`src/rtl/tetris_move_if.sv`:
```
// Signal bundle for the falling-piece move controller: player requests,
// the collision-checker handshake and the committed piece position.
interface tetris_move_if;
  logic       enable;
  logic       left_req;
  logic       right_req;
  logic       drop_req;
  logic       spawn;
  logic       chk_req;
  logic [4:0] chk_x;
  logic [4:0] chk_y;
  logic       chk_done;
  logic       chk_free;
  logic [4:0] pos_x;
  logic [4:0] pos_y;
  logic       moved;
  logic       locked;
  logic       busy;

  // master: the move controller, which issues candidate positions to the checker
  modport master (
    input  enable, left_req, right_req, drop_req, spawn, chk_done, chk_free,
    output chk_req, chk_x, chk_y, pos_x, pos_y, moved, locked, busy
  );

  modport slave (
    output enable, left_req, right_req, drop_req, spawn, chk_done, chk_free,
    input  chk_req, chk_x, chk_y, pos_x, pos_y, moved, locked, busy
  );
endinterface

```
`src/rtl/tetris_move_ctrl.sv`:
```
// Falling-piece move sequencer: coalesces player and gravity requests, checks board
// limits, runs the collision-check handshake and owns the committed piece position.
module tetris_move_ctrl #(
  parameter int BOARD_W  = 10,
  parameter int BOARD_H  = 20,
  parameter int SPAWN_X  = 5,
  parameter int SPAWN_Y  = 0,
  parameter int GRAV_DIV = 25000000
) (
  input  logic          clk,
  input  logic          reset,
  tetris_move_if.master bus
);
  localparam logic [4:0]  X_MAX     = 5'(BOARD_W - 1);
  localparam logic [4:0]  Y_MAX     = 5'(BOARD_H - 1);
  localparam logic [4:0]  X_SPAWN   = 5'(SPAWN_X);
  localparam logic [4:0]  Y_SPAWN   = 5'(SPAWN_Y);
  localparam logic [31:0] GRAV_LAST = 32'(GRAV_DIV - 1);

  typedef enum logic [1:0] {IDLE, WAIT, LOCKED} state_t;
  typedef enum logic [1:0] {MV_DOWN, MV_LEFT, MV_RIGHT} move_t;

  state_t      state_q, state_d;
  move_t       move_q, move_d;
  logic [31:0] grav_cnt_q, grav_cnt_d;
  logic        pend_down_q, pend_down_d;
  logic        pend_left_q, pend_left_d;
  logic        pend_right_q, pend_right_d;
  logic [4:0]  pos_x_q, pos_x_d, pos_y_q, pos_y_d;
  logic [4:0]  chk_x_q, chk_x_d, chk_y_q, chk_y_d;
  logic        chk_req_q, chk_req_d;
  logic        moved_q, moved_d;
  logic        locked_q, locked_d;
  logic        busy_q, busy_d;
  logic        grav_tick;
  logic        land;
  logic        clr_served;

  always_comb begin
    state_d      = state_q;
    move_d       = move_q;
    grav_cnt_d   = grav_cnt_q;
    pend_down_d  = pend_down_q;
    pend_left_d  = pend_left_q;
    pend_right_d = pend_right_q;
    pos_x_d      = pos_x_q;
    pos_y_d      = pos_y_q;
    chk_x_d      = chk_x_q;
    chk_y_d      = chk_y_q;
    chk_req_d    = 1'b0;
    moved_d      = 1'b0;
    locked_d     = 1'b0;
    grav_tick    = 1'b0;
    land         = 1'b0;
    clr_served   = 1'b0;

    if (bus.enable && state_q != LOCKED) begin
      if (grav_cnt_q == GRAV_LAST) begin
        grav_cnt_d = '0;
        grav_tick  = 1'b1;
      end else begin
        grav_cnt_d = grav_cnt_q + 32'd1;
      end
    end

    case (state_q)
      IDLE: begin
        if (bus.enable) begin
          if (pend_down_q) begin
            if (pos_y_q == Y_MAX) begin
              land = 1'b1;
            end else begin
              chk_x_d   = pos_x_q;
              chk_y_d   = pos_y_q + 5'd1;
              move_d    = MV_DOWN;
              chk_req_d = 1'b1;
              state_d   = WAIT;
            end
          end else if (pend_left_q) begin
            if (pos_x_q == 5'd0) begin
              pend_left_d = 1'b0;
            end else begin
              chk_x_d   = pos_x_q - 5'd1;
              chk_y_d   = pos_y_q;
              move_d    = MV_LEFT;
              chk_req_d = 1'b1;
              state_d   = WAIT;
            end
          end else if (pend_right_q) begin
            if (pos_x_q == X_MAX) begin
              pend_right_d = 1'b0;
            end else begin
              chk_x_d   = pos_x_q + 5'd1;
              chk_y_d   = pos_y_q;
              move_d    = MV_RIGHT;
              chk_req_d = 1'b1;
              state_d   = WAIT;
            end
          end
        end
      end
      WAIT: begin
        if (bus.chk_done) begin
          state_d = IDLE;
          if (bus.chk_free) begin
            pos_x_d    = chk_x_q;
            pos_y_d    = chk_y_q;
            moved_d    = 1'b1;
            clr_served = 1'b1;
            // a committed step down restarts the gravity interval from zero
            if (move_q == MV_DOWN) begin
              grav_cnt_d = '0;
              grav_tick  = 1'b0;
            end
          end else if (move_q == MV_DOWN) begin
            land = 1'b1;
          end else begin
            clr_served = 1'b1;
          end
        end
      end
      default: ;
    endcase

    if (clr_served) begin
      case (move_q)
        MV_DOWN: pend_down_d  = 1'b0;
        MV_LEFT: pend_left_d  = 1'b0;
        default: pend_right_d = 1'b0;
      endcase
    end

    if (land) begin
      pend_down_d  = 1'b0;
      pend_left_d  = 1'b0;
      pend_right_d = 1'b0;
      locked_d     = 1'b1;
      grav_cnt_d   = '0;
      state_d      = LOCKED;
    end else if (state_q != LOCKED) begin
      // new requests are applied after the served flag is cleared, so they survive
      if (bus.left_req && !bus.right_req) begin
        pend_left_d  = 1'b1;
        pend_right_d = 1'b0;
      end
      if (bus.right_req && !bus.left_req) begin
        pend_right_d = 1'b1;
        pend_left_d  = 1'b0;
      end
      if (bus.drop_req || grav_tick) begin
        pend_down_d = 1'b1;
      end
    end

    if (bus.spawn) begin
      state_d      = IDLE;
      pos_x_d      = X_SPAWN;
      pos_y_d      = Y_SPAWN;
      chk_x_d      = X_SPAWN;
      chk_y_d      = Y_SPAWN;
      pend_down_d  = 1'b0;
      pend_left_d  = 1'b0;
      pend_right_d = 1'b0;
      grav_cnt_d   = '0;
      chk_req_d    = 1'b0;
      moved_d      = 1'b0;
      locked_d     = 1'b0;
    end

    busy_d = (state_d == WAIT);
  end

  always_ff @(posedge clk or posedge reset) begin
    if (reset) begin
      state_q      <= IDLE;
      move_q       <= MV_DOWN;
      grav_cnt_q   <= '0;
      pend_down_q  <= 1'b0;
      pend_left_q  <= 1'b0;
      pend_right_q <= 1'b0;
      pos_x_q      <= X_SPAWN;
      pos_y_q      <= Y_SPAWN;
      chk_x_q      <= X_SPAWN;
      chk_y_q      <= Y_SPAWN;
      chk_req_q    <= 1'b0;
      moved_q      <= 1'b0;
      locked_q     <= 1'b0;
      busy_q       <= 1'b0;
    end else begin
      state_q      <= state_d;
      move_q       <= move_d;
      grav_cnt_q   <= grav_cnt_d;
      pend_down_q  <= pend_down_d;
      pend_left_q  <= pend_left_d;
      pend_right_q <= pend_right_d;
      pos_x_q      <= pos_x_d;
      pos_y_q      <= pos_y_d;
      chk_x_q      <= chk_x_d;
      chk_y_q      <= chk_y_d;
      chk_req_q    <= chk_req_d;
      moved_q      <= moved_d;
      locked_q     <= locked_d;
      busy_q       <= busy_d;
    end
  end

  assign bus.chk_req = chk_req_q;
  assign bus.chk_x   = chk_x_q;
  assign bus.chk_y   = chk_y_q;
  assign bus.pos_x   = pos_x_q;
  assign bus.pos_y   = pos_y_q;
  assign bus.moved   = moved_q;
  assign bus.locked  = locked_q;
  assign bus.busy    = busy_q;
endmodule

```
`src/flat_wrapper.sv`:
```
// flat-port wrapper written by rule: the top's interface ports become plain ports
module tetris_move_ctrl_flat 
#(
  parameter int BOARD_W  = 10,
  parameter int BOARD_H  = 20,
  parameter int SPAWN_X  = 5,
  parameter int SPAWN_Y  = 0,
  parameter int GRAV_DIV = 25000000
)
  (clk, reset, bus_enable, bus_left_req, bus_right_req, bus_drop_req, bus_spawn, bus_chk_done, bus_chk_free, bus_chk_req, bus_chk_x, bus_chk_y, bus_pos_x, bus_pos_y, bus_moved, bus_locked, bus_busy);
  tetris_move_if bus_i ();
  input  logic clk;
  input  logic reset;
  input wire logic [$bits(bus_i.enable)-1:0] bus_enable;
  input wire logic [$bits(bus_i.left_req)-1:0] bus_left_req;
  input wire logic [$bits(bus_i.right_req)-1:0] bus_right_req;
  input wire logic [$bits(bus_i.drop_req)-1:0] bus_drop_req;
  input wire logic [$bits(bus_i.spawn)-1:0] bus_spawn;
  input wire logic [$bits(bus_i.chk_done)-1:0] bus_chk_done;
  input wire logic [$bits(bus_i.chk_free)-1:0] bus_chk_free;
  output wire logic [$bits(bus_i.chk_req)-1:0] bus_chk_req;
  output wire logic [$bits(bus_i.chk_x)-1:0] bus_chk_x;
  output wire logic [$bits(bus_i.chk_y)-1:0] bus_chk_y;
  output wire logic [$bits(bus_i.pos_x)-1:0] bus_pos_x;
  output wire logic [$bits(bus_i.pos_y)-1:0] bus_pos_y;
  output wire logic [$bits(bus_i.moved)-1:0] bus_moved;
  output wire logic [$bits(bus_i.locked)-1:0] bus_locked;
  output wire logic [$bits(bus_i.busy)-1:0] bus_busy;
  assign bus_i.enable = bus_enable;
  assign bus_i.left_req = bus_left_req;
  assign bus_i.right_req = bus_right_req;
  assign bus_i.drop_req = bus_drop_req;
  assign bus_i.spawn = bus_spawn;
  assign bus_i.chk_done = bus_chk_done;
  assign bus_i.chk_free = bus_chk_free;
  assign bus_chk_req = bus_i.chk_req;
  assign bus_chk_x = bus_i.chk_x;
  assign bus_chk_y = bus_i.chk_y;
  assign bus_pos_x = bus_i.pos_x;
  assign bus_pos_y = bus_i.pos_y;
  assign bus_moved = bus_i.moved;
  assign bus_locked = bus_i.locked;
  assign bus_busy = bus_i.busy;
  tetris_move_ctrl #(.BOARD_W(BOARD_W), .BOARD_H(BOARD_H), .SPAWN_X(SPAWN_X), .SPAWN_Y(SPAWN_Y), .GRAV_DIV(GRAV_DIV)) u_core (.clk(clk), .reset(reset), .bus(bus_i));
endmodule
```
`config.mk`:
```
export PLATFORM = sky130hd
export DESIGN_NAME = tetris_move_ctrl_flat
export DESIGN_NICKNAME = d
export VERILOG_FILES = /design/src/rtl/tetris_move_if.sv /design/src/rtl/tetris_move_ctrl.sv /design/src/flat_wrapper.sv
export SDC_FILE = /design/constraint.sdc
export NUM_CORES = 1
export LEC_CHECK = 0
export CAP_MARGIN = 20
export CELL_PAD_IN_SITES_DETAIL_PLACEMENT = 0
export CELL_PAD_IN_SITES_GLOBAL_PLACEMENT = 1
export CORE_ASPECT_RATIO = 0.6
export CORE_UTILIZATION = 49
export CTS_BUF_LIST = sky130_fd_sc_hd__clkbuf_16
export CTS_CLUSTER_SIZE = 10
export DETAILED_ROUTE_END_ITERATION = 16
export DONT_BUFFER_PORTS = 1
export HOLD_SLACK_MARGIN = 0.15
export PLACE_DENSITY_LB_ADDON = 0.1
export SYNTH_ARGS = -nofsm -noshare
export SYNTH_HDL_FRONTEND = slang
export SYNTH_SLANG_ARGS = --single-unit
```
`constraint.sdc`:
```
create_clock -name clk -period 2.6 [get_ports clk]
set_input_delay 0.26 -clock clk [delete_from_list [all_inputs] [get_ports clk]]
set_output_delay 0.26 -clock clk [all_outputs]
set_load 0.005 [all_outputs]
```
; Word-level counts from Yosys, hierarchy flattened
; Index checks and enable logic that the tools add are counted.
[totals]
reg_bits = 63
input_bits = 9
output_inout_bits = 24
word_cells = 162
[op_classes]
addsub = 4
eq_ne = 13
muxes = 111
n_reduce_logical = 20
[ops]
columns = operator, count
row1 = 32-bit two-way mux, 8
row2 = 5-bit two-way mux, 26
row3 = 1-bit two-way mux, 59
row4 = 32-bit by 1-bit adder with 32-bit output (second input constant), 1
row5 = 32-bit by 25-bit == test with 1-bit output (second input constant), 1
row6 = 2-bit two-way mux, 16
row7 = 6-bit AND reduction, 2
row8 = 5-bit by 1-bit adder with 5-bit output (second input constant), 2
row9 = 2-bit nonzero test, 5
row10 = 2-bit by 1-bit == test with 1-bit output (second input constant), 3
row11 = 5-bit by 4-bit == test with 1-bit output (second input constant), 1
row12 = 5-bit == test (second input constant), 1
row13 = 5-bit zero test, 1
row14 = 5-bit by 1-bit subtractor with 5-bit output (second input constant), 1
row15 = 2-bit zero test, 2
row16 = 2-bit != test (second input constant), 2
row17 = 4-bit by 2-bit != test with 1-bit output (second input constant), 1
row18 = 4-bit by 3-bit != test with 1-bit output (second input constant), 1
row19 = 2-bit one-hot mux with 2 select lines, 1
row20 = 4-bit nonzero test, 1
row21 = 1-bit logical AND, 3
row22 = 3-bit by 1-bit != test with 1-bit output (second input constant), 1
row23 = 3-bit by 2-bit != test with 1-bit output (second input constant), 1
row24 = 3-bit != test (second input constant), 1
row25 = other kinds (6), 7

; Depth between registers and ports, before layout
; Gate-level depths: netlist of the first run.
[depth]
depth_word = 14
mapped_depth = 8
mapped_depth_nobuf = 7

; Worst setup path before layout of the first run
; No wires, ideal clock.
[synth_path]
path_type = flip-flop to flip-flop
from = register u_core.pos_y_q[0], in the netlist u_core.bus.pos_y[0]
to = register u_core.chk_x_q[1], in the netlist u_core.bus.chk_x[1]
t_arrival_ns = 1.839
required_ns = 2.468
path_slack_ns = 0.629
stages_incl_launch_ff = 9
path_buffers = 2
period_less_slack_ns = 1.971
cell_sequence = dfrtp_1 ha_1 nand2_1 or4b_1 and4_1 clkbuf_1 buf_2 mux2i_1 nor2_1
[synth_via]
elab_chain_len = 3
[synth_lines]
columns = element, line
row1 = "start, declared", tetris_move_ctrl.sv:29  ; logic [4:0] pos_x_q, pos_x_d, pos_y_q, pos_y_d;
row2 = "start signal, assigned", tetris_move_ctrl.sv:197  ; pos_y_q <= pos_y_d;
row3 = 5-bit == test, tetris_move_ctrl.sv:70  ; if (pos_y_q == Y_MAX) begin
row4 = 3-bit != test (no line), --
row5 = 6-bit AND reduction (no line), --
row6 = "end signal, assigned", tetris_move_ctrl.sv:198  ; chk_x_q <= chk_x_d;
row7 = "end, declared", tetris_move_ctrl.sv:30  ; logic [4:0] chk_x_q, chk_x_d, chk_y_q, chk_y_d;
; Every way passes these cells.
; A chain may end at the register's enable or synchronous reset.

; Worst setup path in the final report of the first run
[layout_path]
from = register u_core.state_q[1]
to = register u_core.move_q[0]
[layout_via]
elab_chain_len = 2
[layout_lines]
columns = element, line
row1 = "start, declared", tetris_move_ctrl.sv:23  ; state_t state_q, state_d;
row2 = "start signal, assigned", tetris_move_ctrl.sv:190  ; state_q <= state_d;
row3 = 2-bit zero test, tetris_move_ctrl.sv:66  ; case (state_q)
row4 = 6-bit AND reduction (no line), --
row5 = "end signal, assigned", tetris_move_ctrl.sv:191  ; move_q <= move_d;
row6 = "end, declared", tetris_move_ctrl.sv:24  ; move_t move_q, move_d;
; Every way passes these cells.

==> metrics.txt, run 1 <==
CP delay by family, top simple AND/OR/NAND/NOR gates; gr ovfl total 0; layout cell share with drive strength beyond 1 10.63%; initial DRC count 179; final hold violations 0; Cells after Synth 353; endpoint type of the worst setup path flop; Mean Syn Cell Area 9.414 sq um; Post-CTS Resized 0; CP cell instances nor3b_1 -> o31a_1 -> and4_1 -> mux2_2; wire per inst 16.88 um; post-layout util 59.78%; number of synthesized flops with an enable pin 0; CTS root buf clkbuf_16; GRT Util Overall 24.89%; CTS tree done; DP HPWL 5.231 mm; first-pass GRT wire length 12.82 mm; sequential-to-total area share from yosys stat 47.59%; Post-Route Setup TNS 0 ns; via count 2505; maxcap violations 0; final worst slack 0.3777 ns; H-tree depth 3; minimum clock period 2.222 ns; die width 108.3 um; Die Area 7126 sq um; reg2reg end u_core.move_q[0]; number of remaining DRC errors 0; WHS Path Cells 2; initial antenna violation count 0; fin. max-slew vios 0; worst slew pin tran 0.9389 ns; Min-Delay Startpoint bus_drop_req; DR vias/cell 5.554; Yosys cell types 46; reg2reg setup slack 0.38 ns; setup violators final 0; Initial Utilization 52.49%; Hold Path End u_core.pend_down_q; Max VDD drop 0.5489 mV; crit-path max cell delay 0.63 ns; FFs w/ async S/R, synth 100.0%; Leakage 1.553 nW; latest clock arrival within the worst-skew pair 0.33 ns; Pwr Density 654.7 nW/um^2; number of detailed-route iterations in the first pass 4; clk buf depth 2; Clk pin slew, worst setup/hold paths 0.05 ns; Area Growth Syn to Fin 13.89%; port bufs 0; RR Startpoint u_core.state_q[1]; final wirelength 7.614 mm; Core ar. 6331 sq um; Placement Setup Slack 0.4120 ns; Yosys reg bits 63; # rows 22; crit path DAT 2.44 ns; Ports 33; Required @ worst endpoint 2.81 ns; final setup skew 0.005507 ns; Clock Sinks 63; die height 65.79 um; DRT antenna net count 0; Synth Net Count 368; Rel. slew slack 37.20%; fin nets 377; Tcrit/Tclk final 85.47%; n_diodes 0; RSZ-0062 raised after global routing false; vias in the first global route 2403; worst hold path type in2reg; Placer Congestion 0.8069; synth warn 0; # fillers 546; CP Class reg2reg; CP max FO 13; Cell Area, Synth 3323 sq um; depth of the most critical reg-to-reg path 4; f_max 0.4500 GHz; startpoint class of the critical path flop; largest net degree at the start of global routing 57; slowest CP cell and4_1; outcome finished, final reports clean; worst path bufs/invs 0; CTS buffer count 9; dominant synthesized flop cell dfrtp_1
synth_stat cells, types with 4 or more instances:
library cell / number / area [sq um]
nand3_1: 10 / 50.05
buf_2: 4 / 20.02
nand2_1: 45 / 168.9
and4_1: 5 / 43.79
inv_1: 9 / 33.78
nor2_2: 10 / 62.56
nand4_1: 12 / 75.07
nor4_1: 4 / 25.02
ha_1: 5 / 62.56
dfstp_2: 4 / 105.1
clkbuf_1: 8 / 30.03
xor2_1: 9 / 78.83
mux2i_1: 8 / 80.08
nor3_1: 19 / 95.09
dfrtp_1: 59 / 1476
a21oi_1: 16 / 80.08
xnor2_1: 30 / 262.8
nor2_1: 49 / 183.9
metal layers:
layer | part of all wire (%) | GRT usage, % | wire [um] | up-vias
met5 | 0 | 0 | 0 | -
met2 | 37 | 31.13 | 2834 | 80
met1 | 54 | 39.37 | 4117 | 1186
met4 | 1.1 | 8.615 | 82 | 0
met3 | 7.6 | 7.389 | 579 | 8
li1 | - | - | - | 1231
logic make-up (layout without fill, tap and decap cells):
family,Yosys count,after routing,share of synthesized area [%]
and+or+nand+nor,178,178,26.58
AOI/OAI and AO/OA,32,32,6.175
adders and majority gates,6,6,2.485
buffers and inverters,26,40,4.141
DFF,63,63,47.59
xor gates and xnor gates,39,39,10.28
muxes,9,9,2.749
how the worst max path moves through the flow:
stage	slack (ns)	to	cells after the start	start
finish	0.38	u_core.move_q[0]	4	u_core.state_q[1]
global route	0.28	u_core.grav_cnt_q[27]	6	u_core.grav_cnt_q[26]
CTS	0.40	u_core.grav_cnt_q[27]	6	u_core.grav_cnt_q[26]
detailed placement	0.41	u_core.grav_cnt_q[13]	6	u_core.grav_cnt_q[27]
global placement	0.43	u_core.grav_cnt_q[20]	6	u_core.grav_cnt_q[26]
floorplan	0.63	u_core.bus.chk_x[1]	8	u_core.bus.pos_y[0]
report_power, final:
| group | switching, W | internal (W) |
|---|---|---|
| combinational | 0.000112 | 0.0000755 |
| sequential | 0.0000390 | 0.00102 |
| clock | 0.000413 | 0.000822 |
placed cells by master, fill, tap and decap left out, types with 3 or more instances in the layout:
| cell type | netlist | layout |
|---|---|---|
| xnor2_1 | 30 | 30 |
| a211oi_1 | 3 | 3 |
| a211o_1 | 3 | 3 |
| inv_1 | 9 | 10 |
| and4_1 | 5 | 5 |
| clkbuf_16 | 0 | 9 |
| nand4_1 | 12 | 12 |
| nand3b_1 | 3 | 3 |
| nor2_1 | 49 | 49 |
| a21oi_1 | 16 | 16 |
| dfstp_2 | 4 | 4 |
| buf_4 | 0 | 6 |
| dfrtp_1 | 59 | 59 |
| and3_1 | 3 | 3 |
| xor2_1 | 9 | 9 |
| nor2_2 | 10 | 10 |
| nand2_1 | 45 | 45 |
| and2_1 | 3 | 3 |
| ha_1 | 5 | 5 |
| nor4_1 | 4 | 4 |
| nand3_1 | 10 | 10 |
| nor3_1 | 19 | 19 |
| mux2i_1 | 8 | 8 |
| dlygate4sd3_1 | 0 | 7 |
sequential cells by signal (all words and copies together), names as in the netlist:
register,flops
u_core.pend_right_q,1
u_core.bus.moved,1
u_core.bus.busy,1
u_core.bus.pos_y,5
u_core.move_q,2
u_core.bus.pos_x,5
u_core.grav_cnt_q,32
u_core.bus.chk_req,1
u_core.pend_down_q,1
u_core.state_q,2
u_core.bus.chk_x,5
u_core.bus.chk_y,5
u_core.bus.locked,1
u_core.pend_left_q,1
per-stage QoR:
stage / cells / power [W] / hold WS [ns] / instance area [sq um]
2_1_floorplan: 353 / 0.001206 / 0.3988 / 3323
3_3_place_gp: 428 / 0.001242 / 0.06178 / 3410
3_5_place_dp: 428 / 0.001244 / 0.06164 / 3410
4_1_cts: 451 / 0.002508 / 0.1517 / 3785
5_1_grt: 451 / 0.002582 / 0.1840 / 3785
6_report: 451 / 0.002478 / 0.1630 / 3785
timing repair:
action | CTS | global route
hold buffers | 7 | 0
hold endpoints to repair | 88 | 0
setup buffers | 0 | 0
final cells by class:
class / instances / area, sq um / share of cell area (%)
Multi-Input combinational cell: 264 / 1604 / 42.38
Sequential cell: 63 / 1582 / 41.79
Clock buffer: 9 / 225.2 / 5.950
Timing Repair Buffer: 15 / 155.1 / 4.099
Tap cell: 84 / 105.1 / 2.777
Clock inverter: 7 / 80.08 / 2.116
Inverter: 9 / 33.78 / 0.8926
Power figures use the tool's default switching activity.
==> run 2: changes to the inputs <==
--- a/config.mk
+++ b/config.mk
@@ -16,6 +16,8 @@
 export DONT_BUFFER_PORTS = 1
 export HOLD_SLACK_MARGIN = 0.15
 export PLACE_DENSITY_LB_ADDON = 0.1
+export RECOVER_POWER = 100
+export SLEW_MARGIN = 20
 export SYNTH_ARGS = -nofsm -noshare
 export SYNTH_HDL_FRONTEND = slang
 export SYNTH_SLANG_ARGS = --single-unit
==> run 2 against run 1 <==
Cell count did not move; non-clock buffer count stayed put; via count fell by 0.28%; clock skew hardly changed; critical endpoint is now u_core.bus.chk_x[4].
==> metrics.txt, run 2 (synthesized netlist as in run 1, its figures left out) <==
endpoint type of the worst setup path flop; post-route cell area 3744 sq um (-1.1%); f_max 0.4409 GHz (-2.0%); die width 108.3 um (unchanged); Clock Sinks 63 (unchanged); # fillers 555 (+1.6%); met1 usage 39.37% (unchanged); maxcap violations 0 (unchanged); met3 usage 7.389% (unchanged); depth of the most critical reg-to-reg path 7 (+3); wire per inst 16.86 um (-0.16%); DRT antenna net count 0 (unchanged); initial DRC count 181 (+1.1%); Post-Route Setup TNS 0 ns (unchanged); worst slew pin tran 1.387 ns (+0.4484 ns); final setup skew 0.005508 ns (+0.000001170 ns); layout cell share with drive strength beyond 1 6.540% (-4.1 points); Pwr Density 659.2 nW/um^2 (+0.68%); worst hold path type in2reg; fin nets 377 (unchanged); number of detailed-route iterations in the first pass 4 (unchanged); fin. max-slew vios 0 (unchanged); post-CTS setup buffer count 0 (unchanged); clk buf depth 2 (unchanged); Ports 33 (unchanged); Required @ worst endpoint 2.78 ns (-0.03 ns); H-tree depth 3 (unchanged); via count 2498 (-0.28%); WHS Path Cells 2 (unchanged); DP HPWL 5.231 mm (unchanged); CTS tree done; placed inst area 3410 sq um (unchanged); latest clock arrival within the worst-skew pair 0.33 ns (about the same); reg2reg setup slack 0.33 ns (-0.05 ns); vias in the first global route 2403 (unchanged); # rows 22 (unchanged); crit path DAT 2.45 ns (about the same); CTS root buf clkbuf_16; minimum clock period 2.268 ns (+0.04585 ns); final hold violations 0 (unchanged); cell count after placement 428 (unchanged); DR vias/cell 5.539 (-0.28%); Area Growth Syn to Fin 12.65%; startpoint class of the critical path flop; Min-Delay Startpoint bus_drop_req; initial antenna violation count 0 (unchanged); Post-CTS Resized 0 (unchanged); final wirelength 7.602 mm (-0.16%); GRT Util Overall 24.89% (unchanged); CP Class reg2reg; RSZ-0062 raised after global routing false; Rel. slew slack 7.511% (-30 points); die height 65.79 um (unchanged); Largest Register u_core.grav_cnt_q; CTS buffer count 9 (unchanged); gr ovfl total 0 (unchanged); Placer Congestion 0.8069 (unchanged); reg2reg end u_core.bus.chk_x[4]; GRT busiest layer met1; met2 GRT Util 31.13% (unchanged); most frequent cells in the layout 59 x dfrtp_1, 58 x nor2_1, 45 x nand2_1; number of remaining DRC errors 0 (unchanged); Core ar. 6331 sq um (unchanged); CP max FO 6 (-7); max FFs per register 32 (unchanged); Leakage 1.544 nW (-0.61%); n_diodes 0 (unchanged); commonest non-fill, non-tap cell in the layout dfrtp_1; Layout Cells excl Fill 451 (unchanged); RR Startpoint u_core.bus.pos_x[0]; Hold Path End u_core.pend_down_q; Initial Utilization 52.49% (unchanged); first-pass GRT wire length 12.82 mm (unchanged); largest net degree at the start of global routing 57 (unchanged); Tcrit/Tclk final 87.23% (+1.8 points); Die Area 7126 sq um (unchanged); Max VDD drop 0.5492 mV (about the same); port bufs 0 (unchanged); setup violators final 0 (unchanged); Clk pin slew, worst setup/hold paths 0.05 ns (about the same); outcome finished, final reports clean
-- run 2: timing repair --
action	CTS	global route
endpoints found under the setup margin	0	0
hold buffers	7	0
endpoints found under the hold margin	88	0
-- run 2: metrics by stage --
stage                     total power, W  hold WS, ns  setup WS [ns]  utilization (%)
final                           0.002468       0.1619         0.3319            59.13
after floorplan                 0.001206       0.3988         0.6290                -
after CTS                       0.002508       0.1517         0.4034            59.78
after global routing            0.002573       0.1840         0.1659            59.13
after global placement          0.001242      0.06178         0.4345            53.85
after detailed placement        0.001244      0.06164         0.4120            53.85
-- run 2: layout make-up --
type / count / area [sq um] / area share, %
multi-input cells: 264 / 1578 / 42.15
clock inverters: 7 / 80.08 / 2.139
repair buffers: 15 / 140.1 / 3.743
clock buffers: 9 / 225.2 / 6.016
inverters: 9 / 33.78 / 0.9024
flip-flops and latches: 63 / 1582 / 42.25
well taps: 84 / 105.1 / 2.807
-- run 2: layer usage --
metal | up-vias | part of all wire (%)
met4 | 0 | 1.2
met5 | - | 0
li1 | 1228 | -
met3 | 9 | 7.3
met2 | 71 | 38
met1 | 1190 | 54
-- run 2: worst max path at each step --
| stage | cells past startpoint | start | endpoint | slack [ns] |
|---|---|---|---|---|
| final | 7 | u_core.bus.pos_x[0] | u_core.bus.chk_x[4] | 0.33 |
| after global routing | 6 | u_core.pend_down_q | u_core.grav_cnt_q[27] | 0.17 |
| after CTS | 6 | u_core.grav_cnt_q[26] | u_core.grav_cnt_q[27] | 0.40 |
| after detailed placement | 6 | u_core.grav_cnt_q[27] | u_core.grav_cnt_q[13] | 0.41 |
| after global placement | 6 | u_core.grav_cnt_q[26] | u_core.grav_cnt_q[20] | 0.43 |
| after floorplan | 8 | u_core.bus.pos_y[0] | u_core.bus.chk_x[1] | 0.63 |
-- run 2: critical path: stages (launching register included) --
cell      delay [ns]
dfstp_1         0.66
inv_1           0.12
fa_1            0.47
nand2b_1        0.16
a21oi_1         0.17
mux2i_1         0.24
xor2_1          0.20
a21oi_1         0.09
-- run 2: where the power goes --
part / switching (W) / internal, W / leakage, nW
sequential: 0.0000390 / 0.00101 / 0.851
clock: 0.000411 / 0.000822 / 0.157
combinational: 0.000109 / 0.0000721 / 0.536
total: 0.000559 / 0.00191 / 1.54
==> run 3: changes to the inputs <==
--- a/config.mk
+++ b/config.mk
@@ -17,7 +17,7 @@
 export HOLD_SLACK_MARGIN = 0.15
 export PLACE_DENSITY_LB_ADDON = 0.1
 export RECOVER_POWER = 100
-export SLEW_MARGIN = 20
 export SYNTH_ARGS = -nofsm -noshare
 export SYNTH_HDL_FRONTEND = slang
 export SYNTH_SLANG_ARGS = --single-unit
+export TNS_END_PERCENT = 10
==> results of run 3 <==
The final DEF is identical to that of run 2; final timing and power are the same.
